## config.mk

```make
export PLATFORM = sky130hd
export DESIGN_NAME = pipe_mul_unit
export DESIGN_NICKNAME = d
export VERILOG_FILES = /design/src/rtl/pipe_mul_unit.sv
export SDC_FILE = /design/constraint.sdc
export NUM_CORES = 2
export LEC_CHECK = 0
export ABC_CLOCK_PERIOD_IN_PS = 9400
export BUFFER_PORTS_ARGS = -buffer_cell sky130_fd_sc_hd__clkbuf_2
export CAP_MARGIN = 10
export CELL_PAD_IN_SITES_DETAIL_PLACEMENT = 0
export CELL_PAD_IN_SITES_GLOBAL_PLACEMENT = 2
export CORE_MARGIN = 2
export CORE_UTILIZATION = 38
export CTS_CLUSTER_DIAMETER = 30
export DETAILED_ROUTE_END_ITERATION = 12
export PLACE_DENSITY = 0.81
export SYNTH_ARGS = -nofsm -noshare
export SYNTH_HDL_FRONTEND = slang
export SYNTH_SLANG_ARGS = --single-unit
```

## constraint.sdc

```tcl
create_clock -name clk -period 9.4 [get_ports clk]
set_input_delay 1.88 -clock clk [delete_from_list [all_inputs] [get_ports clk]]
set_output_delay 1.88 -clock clk [all_outputs]
set_load 0.01 [all_outputs]
```

## src/rtl/pipe_mul_unit.sv

```systemverilog
// Pipelined RV32M multiply unit (MUL/MULH/MULHSU/MULHU) with stall, flush and in-flight hazard check.
// Optional accepted-operation counter on port perf_ops is enabled by defining PIPE_MUL_PERF_EN.
module pipe_mul_unit #(
  parameter int XLEN   = 32,
  parameter int STAGES = 2,
  parameter int TAG_W  = 5
) (
  input  logic             clk,
  input  logic             rst_n,
  input  logic             stall,
  input  logic             flush,
  input  logic             in_valid,
  input  logic [1:0]       in_op,
  input  logic [XLEN-1:0]  in_a,
  input  logic [XLEN-1:0]  in_b,
  input  logic [TAG_W-1:0] in_tag,
  output logic             out_valid,
  output logic [XLEN-1:0]  out_result,
  output logic [TAG_W-1:0] out_tag,
  output logic             busy,
  input  logic [TAG_W-1:0] hz_rs1,
  input  logic [TAG_W-1:0] hz_rs2,
  output logic             hz_hit
`ifdef PIPE_MUL_PERF_EN
  ,
  output logic [31:0]      perf_ops
`endif
);

  // Internal product stages; the final stage is the output register itself.
  localparam int NI = (STAGES > 1) ? STAGES - 1 : 1;

  localparam logic [1:0] OP_MUL    = 2'b00;
  localparam logic [1:0] OP_MULH   = 2'b01;
  localparam logic [1:0] OP_MULHSU = 2'b10;

  // Extending both operands to 2*XLEN gives the same low 2*XLEN product bits
  // as the (XLEN+1)-bit signed multiply, since truncation is modular.
  function automatic logic [2*XLEN-1:0] full_product(input logic [1:0] op,
                                                     input logic [XLEN-1:0] a,
                                                     input logic [XLEN-1:0] b);
    logic               sa;
    logic               sb;
    logic signed [2*XLEN-1:0] ea;
    logic signed [2*XLEN-1:0] eb;
    logic signed [2*XLEN-1:0] p;
    sa = ((op == OP_MULH) || (op == OP_MULHSU)) && a[XLEN-1];
    sb = (op == OP_MULH) && b[XLEN-1];
    ea = {{XLEN{sa}}, a};
    eb = {{XLEN{sb}}, b};
    p  = ea * eb;
    return p;
  endfunction

  function automatic logic [XLEN-1:0] sel_half(input logic [1:0] op,
                                               input logic [2*XLEN-1:0] prod);
    return (op == OP_MUL) ? prod[XLEN-1:0] : prod[2*XLEN-1:XLEN];
  endfunction

  function automatic logic tag_hit(input logic [TAG_W-1:0] tag,
                                   input logic [TAG_W-1:0] rs1,
                                   input logic [TAG_W-1:0] rs2);
    return (tag != '0) && ((tag == rs1) || (tag == rs2));
  endfunction

  logic                 accept;
  logic [2*XLEN-1:0]    prod_in;
  logic                 last_vld;
  logic [XLEN-1:0]      last_res;
  logic [TAG_W-1:0]     last_tag;

  logic [NI-1:0]        vld_p_q, vld_p_d;
  logic [2*XLEN-1:0]    prod_p_q [NI];
  logic [2*XLEN-1:0]    prod_p_d [NI];
  logic [1:0]           op_p_q   [NI];
  logic [1:0]           op_p_d   [NI];
  logic [TAG_W-1:0]     tag_p_q  [NI];
  logic [TAG_W-1:0]     tag_p_d  [NI];

  logic                 out_valid_q, out_valid_d;
  logic [XLEN-1:0]      out_result_q, out_result_d;
  logic [TAG_W-1:0]     out_tag_q, out_tag_d;

  always_comb begin
    accept       = in_valid && !stall && !flush;
    prod_in      = full_product(in_op, in_a, in_b);
    vld_p_d      = vld_p_q;
    prod_p_d     = prod_p_q;
    op_p_d       = op_p_q;
    tag_p_d      = tag_p_q;
    out_valid_d  = out_valid_q;
    out_result_d = out_result_q;
    out_tag_d    = out_tag_q;

    // Source feeding the output register: last internal stage, or the issue port when STAGES=1.
    if (STAGES > 1) begin
      last_vld = vld_p_q[NI-1];
      last_res = sel_half(op_p_q[NI-1], prod_p_q[NI-1]);
      last_tag = tag_p_q[NI-1];
    end else begin
      last_vld = accept;
      last_res = sel_half(in_op, prod_in);
      last_tag = in_tag;
    end

    if (flush) begin
      vld_p_d     = '0;
      out_valid_d = 1'b0;
    end else if (!stall) begin
      // Stage 1 boundary: full product captured from the issue port.
      vld_p_d[0]  = (STAGES > 1) ? accept : 1'b0;
      prod_p_d[0] = prod_in;
      op_p_d[0]   = in_op;
      tag_p_d[0]  = in_tag;
      // Middle stage boundaries: product and tag shift one step.
      for (int i = 1; i < NI; i++) begin
        vld_p_d[i]  = vld_p_q[i-1];
        prod_p_d[i] = prod_p_q[i-1];
        op_p_d[i]   = op_p_q[i-1];
        tag_p_d[i]  = tag_p_q[i-1];
      end
      // Output boundary: half selection, data only updates on a valid result.
      out_valid_d = last_vld;
      if (last_vld) begin
        out_result_d = last_res;
        out_tag_d    = last_tag;
      end
    end
  end

  always_ff @(posedge clk) begin
    if (!rst_n) begin
      vld_p_q      <= '0;
      out_valid_q  <= 1'b0;
      out_result_q <= '0;
      out_tag_q    <= '0;
    end else begin
      vld_p_q      <= vld_p_d;
      out_valid_q  <= out_valid_d;
      out_result_q <= out_result_d;
      out_tag_q    <= out_tag_d;
    end
  end

  always_ff @(posedge clk) begin
    prod_p_q <= prod_p_d;
    op_p_q   <= op_p_d;
    tag_p_q  <= tag_p_d;
  end

  always_comb begin
    hz_hit = out_valid_q && tag_hit(out_tag_q, hz_rs1, hz_rs2);
    for (int i = 0; i < NI; i++) begin
      if (vld_p_q[i] && tag_hit(tag_p_q[i], hz_rs1, hz_rs2)) begin
        hz_hit = 1'b1;
      end
    end
  end

  assign busy       = (|vld_p_q) || out_valid_q;
  assign out_valid  = out_valid_q;
  assign out_result = out_result_q;
  assign out_tag    = out_tag_q;

`ifdef PIPE_MUL_PERF_EN
  logic [31:0] perf_ops_q, perf_ops_d;

  always_comb begin
    perf_ops_d = perf_ops_q + 32'(accept);
  end

  always_ff @(posedge clk) begin
    if (!rst_n) begin
      perf_ops_q <= '0;
    end else begin
      perf_ops_q <= perf_ops_d;
    end
  end

  assign perf_ops = perf_ops_q;
`endif

endmodule

```

# [Word level (Yosys, flattened, before mapping)]
# Index checks and enable logic that the tools add are counted.
[word_totals] regBits=110 inputBits=86 out_inout_bits=40 wordCells=39
[op_classes] mul=1 n_eq_ne=6 muxes=2 n_bitwise=3 reduce_logical=20
[op_table] operator="$mul 33x33->64" count=1
[op_table] operator="$mux 32" count=1
[op_table] operator="$eq 5x5->1" count=4
[op_table] operator="$reduce_bool 5->1" count=2
[op_table] operator="$logic_and 1x1->1" count=8
[op_table] operator="$logic_or 1x1->1" count=4
[op_table] operator="$not 1->1" count=3
[op_table] operator="$reduce_and 3->1" count=1
[op_table] operator="$eq 2x1->1 const B" count=1
[op_table] operator="$eq 2x2->1 const B" count=1
[op_table] operator="$logic_not 1->1" count=2
[op_table] operator="$logic_not 2->1" count=1
[op_table] operator="$reduce_and 2->1" count=1
[op_table] operator="$reduce_or 2->1" count=1
[op_table] operator="$mux 1" count=1

# [Depth between registers and ports, before layout]
[depth] ltp_word=5 mapped_depth=31 mapped_depth_nobuf=29

# [Least setup slack after synthesis]
# Ideal clock, no wire load.
[synth_timing] kind="input port to flip-flop" start="in in_op[1]" end="reg prod_p_q[57] in the netlist's numbering (data pin)" setup_time_ns=0.260 arrival_ns=9.349 required_time_ns=9.140 setup_slack_ns=-0.209 path_stages=28 n_path_buf=1 path_cell_list="inv_1 -> ha_1 -> nor2b_1 -> clkbuf_1 -> nand2_1 -> inv_1 -> fa_1 -> inv_1 -> fa_1 -> inv_1 -> fa_1 -> fa_1 -> inv_1 -> fa_1 -> fa_1 -> fa_1 -> inv_1 -> fa_1 -> ha_1 -> a21oi_1 -> nor2b_1 -> a31oi_1 -> o21ai_0 -> a311oi_2 -> o21ai_1 -> a21o_1 -> a221oi_2 -> xnor2_1"
[synth_between] elab_chain_cells=4 elab_cells_between_ends=6 classes_between="mul: 1; eq/ne: 2; reduce/logical: 3"
[synth_rtl] element="from (decl)" line_no="13" source="input logic [1:0] in_op,"
[synth_rtl] element="$eq 2x1->1 or $eq 2x2->1 (tied branches)" line_no="47, 48"
[synth_rtl] element="$logic_or 1x1->1" line_no="47" source="sa = ((op == OP_MULH) || (op == OP_MULHSU)) && a[XLEN-1];"
[synth_rtl] element="$logic_and 1x1->1" line_no="47"
[synth_rtl] element="$mul 33x33->64 *" line_no="51" source="p = ea * eb;"
[synth_rtl] element="named net prod_in[57]" line_no="67" source="logic [2*XLEN-1:0] prod_in;"
[synth_rtl] element="to (signal assigned)" line_no="146" source="prod_p_q <= prod_p_d;"
[synth_rtl] element="to (decl)" line_no="73" source="logic [2*XLEN-1:0] prod_p_q [NI];"
# Mark *: on every way through the listed nets, which the timed path passes. The rest lies on a longest branch.
# A chain may end at the register's enable or synchronous reset.

# [Final worst setup path]
# Same ends and word-level chain as after synthesis.

==> results.cfg <==
[clock_tree]
cts.sinks = 110
clk_path_buf_depth = 2
cts_buffers = 9
htree_levels = 3
clock_latency_ps = 360
path_clk_slew_ps = 80
tritoncts = built
cts_root_buf = clkbuf_16

[finish]
final_area_um2 = 47190
area_growth_pct = 11.66
layout-drive-gt1-share_pct = 11.28
final_nets = 6232
final_cell_count_no_fill = 6302

[grt]
grt_pass1_vias = 33430
grt_antenna_before_repair = 5
met3_usage_pct = 1.457
grt_pass1_wl_um = 193800
top_usage_layer = met2
grt_use_met1_pct = 31.02
grt_start_max_net_pins = 74
met2_usage_pct = 37.87
overflow = 0
grt_usage_pct = 22.03

[placement]
pre_cts_slack_ps = -339.5
dp.cells = 6278
dpl-instance-area_um2 = 46710
port_buffers = 125
gp_congestion = 0.8773
hpwl_um = 105300

[setup_path]
critPathKind = in2reg
cpMostUsedCell = fa_1
r2r_cells = 5
cp.arrival_ps = 9280
cpMaxStageDelayCell = fa_2
endpoint_kind = register
slowest_delay_ps = 590
timing.rr.start = op_p_q[1]
crit_path_start_kind = primary input
cp.required_ps = 9510
r2r_slack_ps = 7280
cp_max_fo = 8
timing.rr.end = out_result[20]

[synth]
syn_area_per_cell_um2 = 9.228
synth-seq-area-share_pct = 6.892
synthArstFlopShare_pct = 0
synth_nets = 6004
yosys.cell_types.count = 72
syn_area_um2 = 42260
ys_warn_count = 0
synth-edff-count = 71
ys.flop_type = edfxtp_1
syn_inst = 4580
synth-seq-cells = 110

[min_path]
hold_path_end = out_result[31]
hp-start = out_result[31]
hold_depth = 1
hold_class = reg2reg

[floorplan]
fp.dieW_um = 337.5
io_pins = 126
initial_utilization_pct = 38.24
design.core.area_um2 = 110500
placementRows = 122
fp.dieH_um = 337.5
die_area_um2 = 113900

[drt]
drt_pass1_iterations = 5
wirelength_um = 121100
post-route-drc-count = 0
drtIter0Drc = 1473
wl_per_cell_um = 19.22
ant_nets = 0
avgViaCountPerCell = 4.840
vias = 30500

[timing]
setup_ws_ps = 230.4
setup_viol = 0
slew_headroom_pct = 35.43
final-max-slew-violation-count = 0
hold_viol = 0
tightest_slew_ps = 968.6
finalCritPeriodShare_pct = 97.55
finalWorstPathRequiredPeriod_ps = 9170
max_freq_ghz = 0.1091
fin_skew_ps = 6.659
rsz0062_at_grt = true

[run_status]
outcome = completed

[job]
maxCapViolations = 0
[cell usage after synthesis (4+ instances only)]
cell      count  share of area [%]
inv_1      1187                 11
fa_1       1125                 53
nand2_1     868                7.7
and2_1      283                4.2
clkbuf_1    226                2.0
ha_1        213                6.3
edfxtp_1     71                5.0
xnor2_1      69                1.4
a21oi_1      64               0.76
o21ai_0      62               0.73
nor2_1       60               0.53
nand3_1      51               0.60
dfxtp_1      39                1.8
o211a_1      32               0.76
xor2_1       27               0.56
a21o_1       18               0.32
a31oi_1      14               0.21
nand4_1      13               0.19
and3_1       10               0.15
nor2b_1      10               0.15
o211ai_1     10               0.18
buf_2         9               0.11
or2_2         9               0.13
nand2b_1      7               0.10
nor3_1        7              0.083
o21bai_1      7               0.12
a211oi_1      6               0.11
a21boi_0      5              0.089
a21oi_2       5               0.10
buf_6         5               0.13
o31ai_1       4              0.071
[flip-flops by register name, indices dropped and copies added (netlist names)]
signal / cells
out_tag: 5
prod_p_q: 64
op_p_q: 2
last_tag: 5
last_vld: 1
out_valid: 1
out_result: 32
[cell families after synthesis]
kind of cell	count (synthesis)	synth area share, %
AO/OA/AOI/OAI	272	4.491
XOR/XNOR	96	1.989
adder cells (fa/ha/maj)	1338	59.59
buffers and inverters	1432	12.90
flip-flops	110	6.892
multiplexers	2	0.04737
AND/OR/NAND/NOR	1330	14.09
[layer usage]
| metal | wire, µm | vias to the layer above | part of all wire (%) |
|---|---|---|---|
| li1 | - | 13600 | - |
| met1 | 54620 | 16200 | 45 |
| met2 | 60060 | 583 | 50 |
| met3 | 4261 | 110 | 3.5 |
| met4 | 2130 | 8 | 1.8 |
| met5 | 49 | - | 0.040 |
[metrics by stage]
stage / hold slack, ps / utilization, % / setup TNS [ps]
after floorplan: 524.9 / - / 0
after global placement: 481.4 / 42.27 / -1986
after detailed placement: 486.0 / 42.27 / -2773
after CTS: 504.6 / 42.55 / 0
after global routing: 527.8 / 42.70 / -241.5
final: 500.4 / 42.70 / 0
[how the worst max path moves through the flow]
stage | startpoint | to | cells past startpoint
final | in_op[1] | prod_p_q[57] | 30
after global routing | in_op[1] | prod_p_q[57] | 29
after CTS | in_op[1] | prod_p_q[57] | 27
after detailed placement | in_op[1] | prod_p_q[57] | 27
after global placement | in_op[1] | prod_p_q[57] | 28
after floorplan | in_op[1] | prod_p_q[57] | 28
[layout make-up]
class,instances,area (µm²)
Tap cell,1488,1862
Clock buffer,10,229.0
Timing Repair Buffer,462,3636
Multi-Input combinational cell,3038,34010
Antenna cell,1,2.502
Fill cell,11110,63320
Inverter,1187,4463
Sequential cell,110,2913
Clock inverter,6,81.33
[timing repair]
item | CTS | global route
gates resized for setup | 0 | 24
hold buffers | 0 | 0
setup endpoints to repair | 0 | 14
setup buffers | 0 | 6
[cell usage in the layout, fill, tap and decap left out, drive strengths merged, types with 9 or more instances in the layout]
| cell | Yosys | final |
|---|---|---|
| and3 | 10 | 10 |
| nor2 | 60 | 60 |
| nor2b | 10 | 10 |
| nand3 | 51 | 51 |
| a21o | 20 | 20 |
| dfxtp | 39 | 39 |
| ha | 213 | 213 |
| a21oi | 70 | 70 |
| xor2 | 27 | 27 |
| nand4 | 13 | 13 |
| o21ai | 68 | 68 |
| fa | 1125 | 1125 |
| a31oi | 14 | 14 |
| a211oi | 9 | 9 |
| xnor2 | 69 | 69 |
| nand2 | 868 | 868 |
| inv | 1187 | 1187 |
| o21bai | 10 | 10 |
| or2 | 9 | 9 |
| o211ai | 11 | 11 |
| clkbuf | 229 | 136 |
| o211a | 32 | 32 |
| buf | 15 | 336 |
| edfxtp | 71 | 71 |
| and2 | 284 | 284 |
[critical path, delay by kind of cell]
family	cells	cell delay, ps
adder cells (fa/ha/maj)	10	4470
XOR/XNOR	1	100
AND/OR/NAND/NOR	5	800
AO/OA/AOI/OAI	4	850
buffers and inverters	10	1170
Power is not shown: default switching activity piles up to over one toggle a cycle in this logic, so the estimate is an artifact.
